$ cat config.mk
export PLATFORM = sky130hd
export DESIGN_NAME = fft_addr_ctrl_flat
export DESIGN_NICKNAME = d
export VERILOG_FILES = /design/src/rtl/fft_addr_ctrl_if.sv /design/src/rtl/fft_addr_ctrl.sv /design/src/flat_wrapper.sv
export SDC_FILE = /design/constraint.sdc
export NUM_CORES = 1
export LEC_CHECK = 0
export CAP_MARGIN = 20
export CELL_PAD_IN_SITES_DETAIL_PLACEMENT = 0
export CELL_PAD_IN_SITES_GLOBAL_PLACEMENT = 2
export CORE_UTILIZATION = 32
export DETAILED_ROUTE_END_ITERATION = 7
export PLACE_DENSITY_LB_ADDON = 0.1
export SLEW_MARGIN = 0
export SYNTH_ARGS = -nofsm -noshare
export SYNTH_HDL_FRONTEND = slang
export SYNTH_SLANG_ARGS = --single-unit
$ cat constraint.sdc
create_clock -name clk -period 2.8 [get_ports clk]
set_input_delay 0.7 -clock clk [delete_from_list [all_inputs] [get_ports clk]]
set_output_delay 0.7 -clock clk [all_outputs]
set_load 0.01 [all_outputs]
$ cat src/rtl/fft_addr_ctrl_if.sv
// rtl/fft_addr_ctrl_if.sv - strobe/status bundle between FFT master FSM and address controller
// Purpose: groups the master FSM strobes and the address/progress status returned to it.
// Ports (signals):
//   strobes (master -> slave): fft_start, addr_mode[1:0], shift_in_ena, sram_write_ena,
//                              k_ena, k_clear, iteration_ena
//   status  (slave -> master): sram_addr[ADDR_W-1:0], samples_loaded_count[2:0],
//                              samples_loaded_done, samples_in_done, samples_written_done,
//                              samples_out_done, iteration_done, fft_done, stage[2:0]
interface fft_addr_ctrl_if #(
    parameter int ADDR_W = 16
);
    logic              fft_start;
    logic [1:0]        addr_mode;
    logic              shift_in_ena;
    logic              sram_write_ena;
    logic              k_ena;
    logic              k_clear;
    logic              iteration_ena;

    logic [ADDR_W-1:0] sram_addr;
    logic [2:0]        samples_loaded_count;
    logic              samples_loaded_done;
    logic              samples_in_done;
    logic              samples_written_done;
    logic              samples_out_done;
    logic              iteration_done;
    logic              fft_done;
    logic [2:0]        stage;

    modport master (
        output fft_start, addr_mode, shift_in_ena, sram_write_ena, k_ena, k_clear, iteration_ena,
        input  sram_addr, samples_loaded_count, samples_loaded_done, samples_in_done,
               samples_written_done, samples_out_done, iteration_done, fft_done, stage
    );

    modport slave (
        input  fft_start, addr_mode, shift_in_ena, sram_write_ena, k_ena, k_clear, iteration_ena,
        output sram_addr, samples_loaded_count, samples_loaded_done, samples_in_done,
               samples_written_done, samples_out_done, iteration_done, fft_done, stage
    );
endinterface

$ cat src/rtl/fft_addr_ctrl.sv
// rtl/fft_addr_ctrl.sv - SRAM address generator and progress flags for in-place radix-2 DIT FFT
// Purpose: tracks stage s, butterfly b and twiddle index k for the FFT master FSM and drives
//          a registered SRAM address for the A/B data reads, twiddle read and A/B writes.
// Ports:
//   clk    in  rising-edge clock
//   n_rst  in  asynchronous active-low reset
//   bus    fft_addr_ctrl_if.slave: strobes in, sram_addr and progress flags out
module fft_addr_ctrl #(
    parameter int LOG2N     = 4,
    parameter int ADDR_W    = 16,
    parameter int DATA_BASE = 0,
    parameter int TWID_BASE = 1024
) (
    input  logic               clk,
    input  logic               n_rst,
    fft_addr_ctrl_if.slave     bus
);
    localparam int         BW     = LOG2N - 1;
    localparam logic [2:0] S_LAST = 3'(LOG2N - 1);

    logic [BW-1:0]     b_q, b_d;
    logic [BW-1:0]     k_q, k_d;
    logic [2:0]        s_q, s_d;
    logic              busy_q, busy_d;
    logic              in_ptr_q, in_ptr_d;
    logic              out_ptr_q, out_ptr_d;
    logic [1:0]        cnt_q, cnt_d;
    logic              wr_done_q, wr_done_d;
    logic              out_done_q, out_done_d;
    logic              it_done_q, it_done_d;
    logic              fft_done_q, fft_done_d;
    logic [ADDR_W-1:0] addr_q, addr_d;

    // Butterfly operand indices: A is b with a zero bit inserted at position s,
    // B is A with that bit set. The twiddle exponent is pos scaled to the N-point table.
    logic [LOG2N-1:0]  b_ext, span, pos, a_idx, b_idx, k_wide;
    logic [BW-1:0]     k_next;
    logic [ADDR_W-1:0] addr_a, addr_b, addr_w;

    always_comb begin
        b_ext  = {1'b0, b_q};
        span   = LOG2N'(1) << s_q;
        pos    = b_ext & (span - LOG2N'(1));
        a_idx  = ((b_ext >> s_q) << (s_q + 3'd1)) | pos;
        b_idx  = a_idx | span;
        k_wide = pos << (S_LAST - s_q);
        k_next = k_wide[BW-1:0];
        addr_a = ADDR_W'(DATA_BASE) + ADDR_W'(a_idx);
        addr_b = ADDR_W'(DATA_BASE) + ADDR_W'(b_idx);
        addr_w = ADDR_W'(TWID_BASE) + ADDR_W'(k_q);
    end

    always_comb begin
        b_d        = b_q;
        k_d        = k_q;
        s_d        = s_q;
        busy_d     = busy_q;
        in_ptr_d   = in_ptr_q;
        out_ptr_d  = out_ptr_q;
        cnt_d      = cnt_q;
        wr_done_d  = 1'b0;
        out_done_d = out_done_q;
        it_done_d  = 1'b0;
        fft_done_d = fft_done_q;
        addr_d     = addr_q;

        if (bus.fft_start) begin
            // Restart wins over every other strobe in the same cycle.
            b_d        = '0;
            k_d        = '0;
            s_d        = '0;
            busy_d     = 1'b1;
            in_ptr_d   = 1'b0;
            out_ptr_d  = 1'b0;
            cnt_d      = '0;
            out_done_d = 1'b0;
            fft_done_d = 1'b0;
        end else begin
            unique case (bus.addr_mode)
                2'b01:   addr_d = in_ptr_q  ? addr_b : addr_a;
                2'b10:   addr_d = addr_w;
                2'b11:   addr_d = out_ptr_q ? addr_b : addr_a;
                default: addr_d = addr_q;
            endcase

            if (bus.shift_in_ena && bus.addr_mode == 2'b01)
                in_ptr_d = 1'b1;
            if (bus.shift_in_ena && cnt_q != 2'd3)
                cnt_d = cnt_q + 2'd1;

            // Once both results are written, further writes for this butterfly are dropped.
            if (bus.sram_write_ena && !out_done_q) begin
                out_ptr_d = ~out_ptr_q;
                if (out_ptr_q) begin
                    wr_done_d  = 1'b1;
                    out_done_d = 1'b1;
                end
            end

            if (bus.k_clear)
                k_d = '0;
            else if (bus.k_ena)
                k_d = k_next;

            if (bus.iteration_ena && busy_q) begin
                in_ptr_d   = 1'b0;
                out_ptr_d  = 1'b0;
                cnt_d      = '0;
                out_done_d = 1'b0;
                if (&b_q) begin
                    b_d       = '0;
                    it_done_d = 1'b1;
                    if (s_q == S_LAST) begin
                        s_d        = '0;
                        fft_done_d = 1'b1;
                        busy_d     = 1'b0;
                    end else begin
                        s_d = s_q + 3'd1;
                    end
                end else begin
                    b_d = b_q + BW'(1);
                end
            end
        end
    end

    always_ff @(posedge clk or negedge n_rst) begin
        if (!n_rst) begin
            b_q        <= '0;
            k_q        <= '0;
            s_q        <= '0;
            busy_q     <= 1'b0;
            in_ptr_q   <= 1'b0;
            out_ptr_q  <= 1'b0;
            cnt_q      <= '0;
            wr_done_q  <= 1'b0;
            out_done_q <= 1'b0;
            it_done_q  <= 1'b0;
            fft_done_q <= 1'b0;
            addr_q     <= '0;
        end else begin
            b_q        <= b_d;
            k_q        <= k_d;
            s_q        <= s_d;
            busy_q     <= busy_d;
            in_ptr_q   <= in_ptr_d;
            out_ptr_q  <= out_ptr_d;
            cnt_q      <= cnt_d;
            wr_done_q  <= wr_done_d;
            out_done_q <= out_done_d;
            it_done_q  <= it_done_d;
            fft_done_q <= fft_done_d;
            addr_q     <= addr_d;
        end
    end

    assign bus.sram_addr            = addr_q;
    assign bus.samples_loaded_count = {1'b0, cnt_q};
    assign bus.samples_loaded_done  = (cnt_q == 2'd3);
    assign bus.samples_in_done      = (cnt_q == 2'd3);
    assign bus.samples_written_done = wr_done_q;
    assign bus.samples_out_done     = out_done_q;
    assign bus.iteration_done       = it_done_q;
    assign bus.fft_done             = fft_done_q;
    assign bus.stage                = s_q;
endmodule

$ cat src/flat_wrapper.sv
// flat-port wrapper written by rule: the top's interface ports become plain ports
module fft_addr_ctrl_flat 
#(
    parameter int LOG2N     = 4,
    parameter int ADDR_W    = 16,
    parameter int DATA_BASE = 0,
    parameter int TWID_BASE = 1024
)
  (clk, n_rst, bus_fft_start, bus_addr_mode, bus_shift_in_ena, bus_sram_write_ena, bus_k_ena, bus_k_clear, bus_iteration_ena, bus_sram_addr, bus_samples_loaded_count, bus_samples_loaded_done, bus_samples_in_done, bus_samples_written_done, bus_samples_out_done, bus_iteration_done, bus_fft_done, bus_stage);
  fft_addr_ctrl_if #(.ADDR_W(ADDR_W)) bus_i ();
  input  logic clk;
  input  logic n_rst;
  input wire logic [$bits(bus_i.fft_start)-1:0] bus_fft_start;
  input wire logic [$bits(bus_i.addr_mode)-1:0] bus_addr_mode;
  input wire logic [$bits(bus_i.shift_in_ena)-1:0] bus_shift_in_ena;
  input wire logic [$bits(bus_i.sram_write_ena)-1:0] bus_sram_write_ena;
  input wire logic [$bits(bus_i.k_ena)-1:0] bus_k_ena;
  input wire logic [$bits(bus_i.k_clear)-1:0] bus_k_clear;
  input wire logic [$bits(bus_i.iteration_ena)-1:0] bus_iteration_ena;
  output wire logic [$bits(bus_i.sram_addr)-1:0] bus_sram_addr;
  output wire logic [$bits(bus_i.samples_loaded_count)-1:0] bus_samples_loaded_count;
  output wire logic [$bits(bus_i.samples_loaded_done)-1:0] bus_samples_loaded_done;
  output wire logic [$bits(bus_i.samples_in_done)-1:0] bus_samples_in_done;
  output wire logic [$bits(bus_i.samples_written_done)-1:0] bus_samples_written_done;
  output wire logic [$bits(bus_i.samples_out_done)-1:0] bus_samples_out_done;
  output wire logic [$bits(bus_i.iteration_done)-1:0] bus_iteration_done;
  output wire logic [$bits(bus_i.fft_done)-1:0] bus_fft_done;
  output wire logic [$bits(bus_i.stage)-1:0] bus_stage;
  assign bus_i.fft_start = bus_fft_start;
  assign bus_i.addr_mode = bus_addr_mode;
  assign bus_i.shift_in_ena = bus_shift_in_ena;
  assign bus_i.sram_write_ena = bus_sram_write_ena;
  assign bus_i.k_ena = bus_k_ena;
  assign bus_i.k_clear = bus_k_clear;
  assign bus_i.iteration_ena = bus_iteration_ena;
  assign bus_sram_addr = bus_i.sram_addr;
  assign bus_samples_loaded_count = bus_i.samples_loaded_count;
  assign bus_samples_loaded_done = bus_i.samples_loaded_done;
  assign bus_samples_in_done = bus_i.samples_in_done;
  assign bus_samples_written_done = bus_i.samples_written_done;
  assign bus_samples_out_done = bus_i.samples_out_done;
  assign bus_iteration_done = bus_i.iteration_done;
  assign bus_fft_done = bus_i.fft_done;
  assign bus_stage = bus_i.stage;
  fft_addr_ctrl #(.LOG2N(LOG2N), .ADDR_W(ADDR_W), .DATA_BASE(DATA_BASE), .TWID_BASE(TWID_BASE)) u_core (.clk(clk), .n_rst(n_rst), .bus(bus_i));
endmodule
==> results.md <==
- Crit-path cells: clkdlybuf4s50_1
- Top cell type by total area after synthesis: dfrtp_1
- # IOs: 38
- Largest net degree at the start of global routing: 24
- Reg2Reg Launch Point: u_core.bus.stage[1]$_DFFE_PN0P_
- DRC violations left: 0
- Detail Route Antenna Nets: 0
- Hold_sp: u_core.bus.samples_out_done$_DFFE_PN0P_
- End point of the worst hold path: u_core.bus.samples_written_done$_DFF_PN0_
- Met2 Use GR: 0.259
- Clk root buf: clkbuf_8
- Slowest library cell on the worst path: clkdlybuf4s50_1
- Synth cell count leaders: dfrtp_1, a21oi_1, buf_4, nor2_1, nand2_1
- Max-slew violations: 0
- Status: finished clean
- Drt pass-1 iters: 2
- Post-Place Cell Area: 1820 um2
- Synth top area cells: dfrtp_1, buf_4, ha_1
- Yosys top cell area share: 0.362
- Sequential area share after synthesis: 0.362
- Routed vias: 1292
- Slowest Stage Delay on Critical Path: 610 ps
- Syn_area_per_cell: 8.98 um2
- Fillers: 508
- Core area: 4750 um2
- ANT cells: 0
- Max rail drop VDD: 0.000141 V
- Final hold viol count: 0
- Startpoint types: flip-flop
- Fraction of layout cells with a size suffix above 1: 0.0558
- Port Buffer Count: 25
- Cells on worst reg2reg path: 8
- Effective utilization at floorplan: 0.334
- Post-synthesis cell type count: 47
- Synthesis-to-finish area growth: 17.2%
- GR peak layer: met2
- Synthesized area: 1590 um2
- Final cycle utilization of the critical path: 0.772
- Post-CTS Hold Buffers: 0
- Placed cells: 260
- R2R setup slack: 880 ps
- Fraction of registers with async set/reset: 1.00
- F_max: 0.463 GHz
- Critical Path AT: 1460 ps
- RSZ-0062 raised after global routing: no
- Worst Setup End Kind: output pin
- Tmin final: 2160 ps
- Fin nets: 217
- Setup_tns: 0 ps
- Crit Path Max Fanout: 12
- Main synth FF type: dfrtp_1
- M1 GR Usage: 0.196
- CTS tree: yes
- Yosys reg bits: 23
- Num CTS Buffers: 3
- # setup viols final: 0
- Buffer depth of the longest clock path: 2
- Buf/Inv on CP: 1
- EDFF count, synth: 0
- Cell area after layout: 1860 um2
- Global-route wire length before repair: 6090 um
- Reg2reg end: u_core.k_q[1]$_DFFE_PN0P_
- Total GRT Usage: 0.151
- Wire per inst: 13.9 um
- PD cells: 370 nW/um2
- YS warnings: 0
- Core Rows: 25
- Hold/Removal Path Class: flip-flop to flip-flop
- Worst EP required: 2100 ps
- Final non-filler cell total: 264
- Max-slew headroom: 0.667
- Sink Count: 23
- GP Congestion: 0.782
- H-tree depth: 1
- Final Util: 0.392
- Worst Skew: 3.99 ps
- Met3 Use GR: 0.0222
- Worst-skew pair later-pin latency: 270 ps
- Vias per cell: 4.89
- DPL Wire Length: 2700 um
- Die area: 5260 um2
- Grt ovf: 0
- Die H: 72.5 um
- DR iter-0 viols: 72
- Final Routed Wirelength: 3680 um
- Max-cap check violation count: 0
- Setup Fix Bufs, Post-CTS: 0
- Post-CTS sizing: 0
- Synthesized instance count: 177
- Cell family with most CP delay: buffers and inverters
- Vias in the first global route: 1239
- Die W: 72.5 um
- Reg clk slew, reported paths: 90 ps
- Initial antenna violation count: 0
- Total design power: 689 uW
- Cells on Worst Hold Path: 1
- Most common cell in the synthesized netlist: dfrtp_1
- Leak: 0.787 nW
- Critical path class: flip-flop to output pin
- Least-Margin Pin Slew: 498 ps
## layer usage
metal  share of wire  routed length, um  vias up
met3           0.033                123        4
met2            0.46               1710       29
met1            0.49               1810      624
met5               0                  0        -
li1                -                  -      635
met4           0.010                 37        0
## per-stage QoR
stage / setup WS [ps] / hold slack, ps
final: 638 / 475
after global routing: 543 / 503
after CTS: 607 / 481
after detailed placement: 576 / 469
after global placement: 643 / 460
after floorplan: 821 / 404
## cells in the final DEF, fill, tap and decap left out, types with 5 or more instances in the layout
| cell type | synthesis | final |
|---|---|---|
| nor3_1 | 5 | 5 |
| conb_1 | 1 | 12 |
| dfrtp_1 | 23 | 23 |
| nand2b_1 | 7 | 7 |
| nor2_1 | 13 | 13 |
| nand2_1 | 11 | 11 |
| inv_1 | 6 | 6 |
| a21oi_1 | 18 | 18 |
| ha_1 | 9 | 9 |
| clkdlybuf4s50_1 | 0 | 25 |
## power breakdown
| group | internal [mW] | switching (mW) |
|---|---|---|
| combinational | 0.0549 | 0.0592 |
| sequential | 0.345 | 0.0135 |
| clock | 0.102 | 0.114 |
## cells by family (layout without fill, tap and decap cells)
| group | Yosys count | in the layout | share of synthesized area |
|---|---|---|---|
| mux | 3 | 3 | 0.0189 |
| fa+ha+maj | 9 | 9 | 0.0708 |
| xor+xnor | 3 | 3 | 0.0165 |
| simple gates | 62 | 62 | 0.221 |
| other cells | 1 | 12 | 0.00236 |
| buf+inv | 32 | 41 | 0.130 |
| flops | 23 | 23 | 0.362 |
| compound gates | 44 | 44 | 0.179 |
## flip-flops by register name, summed over array words and instances (netlist names)
signal	cells
u_core.k_q	3
u_core.bus.iteration_done	1
u_core.cnt_q	2
u_core.bus.samples_out_done	1
u_core.b_q	3
u_core.in_ptr_q	1
u_core.bus.sram_addr	5
u_core.out_ptr_q	1
u_core.busy_q	1
u_core.bus.samples_written_done	1
u_core.bus.stage	3
u_core.bus.fft_done	1
## worst max path at each step
stage                                                      to  depth (start not counted)                            start  slack (ps)
after floorplan                     u_core.k_q[1]$_DFFE_PN0P_                          9  u_core.bus.stage[0]$_DFFE_PN0P_         820
after global placement    u_core.bus.sram_addr[1]$_DFFE_PN0P_                          5                 bus_addr_mode[1]         640
after detailed placement  u_core.bus.sram_addr[0]$_DFFE_PN0P_                          5                 bus_addr_mode[1]         580
after CTS                                        bus_stage[2]                          1  u_core.bus.stage[2]$_DFFE_PN0P_         610
after global routing                             bus_stage[2]                          1  u_core.bus.stage[2]$_DFFE_PN0P_         540
final                                            bus_stage[2]                          1  u_core.bus.stage[2]$_DFFE_PN0P_         640
## final cells by class
class	count	area, um2	area share
Timing Repair Buffer	29	280	0.150
Inverter	8	30.0	0.0161
Sequential cell	23	576	0.309
Tap cell	67	83.8	0.0450
Multi-Input combinational cell	133	850	0.456
Clock buffer	4	45.0	0.0242
No activity file was read; power rests on OpenSTA's default activity.
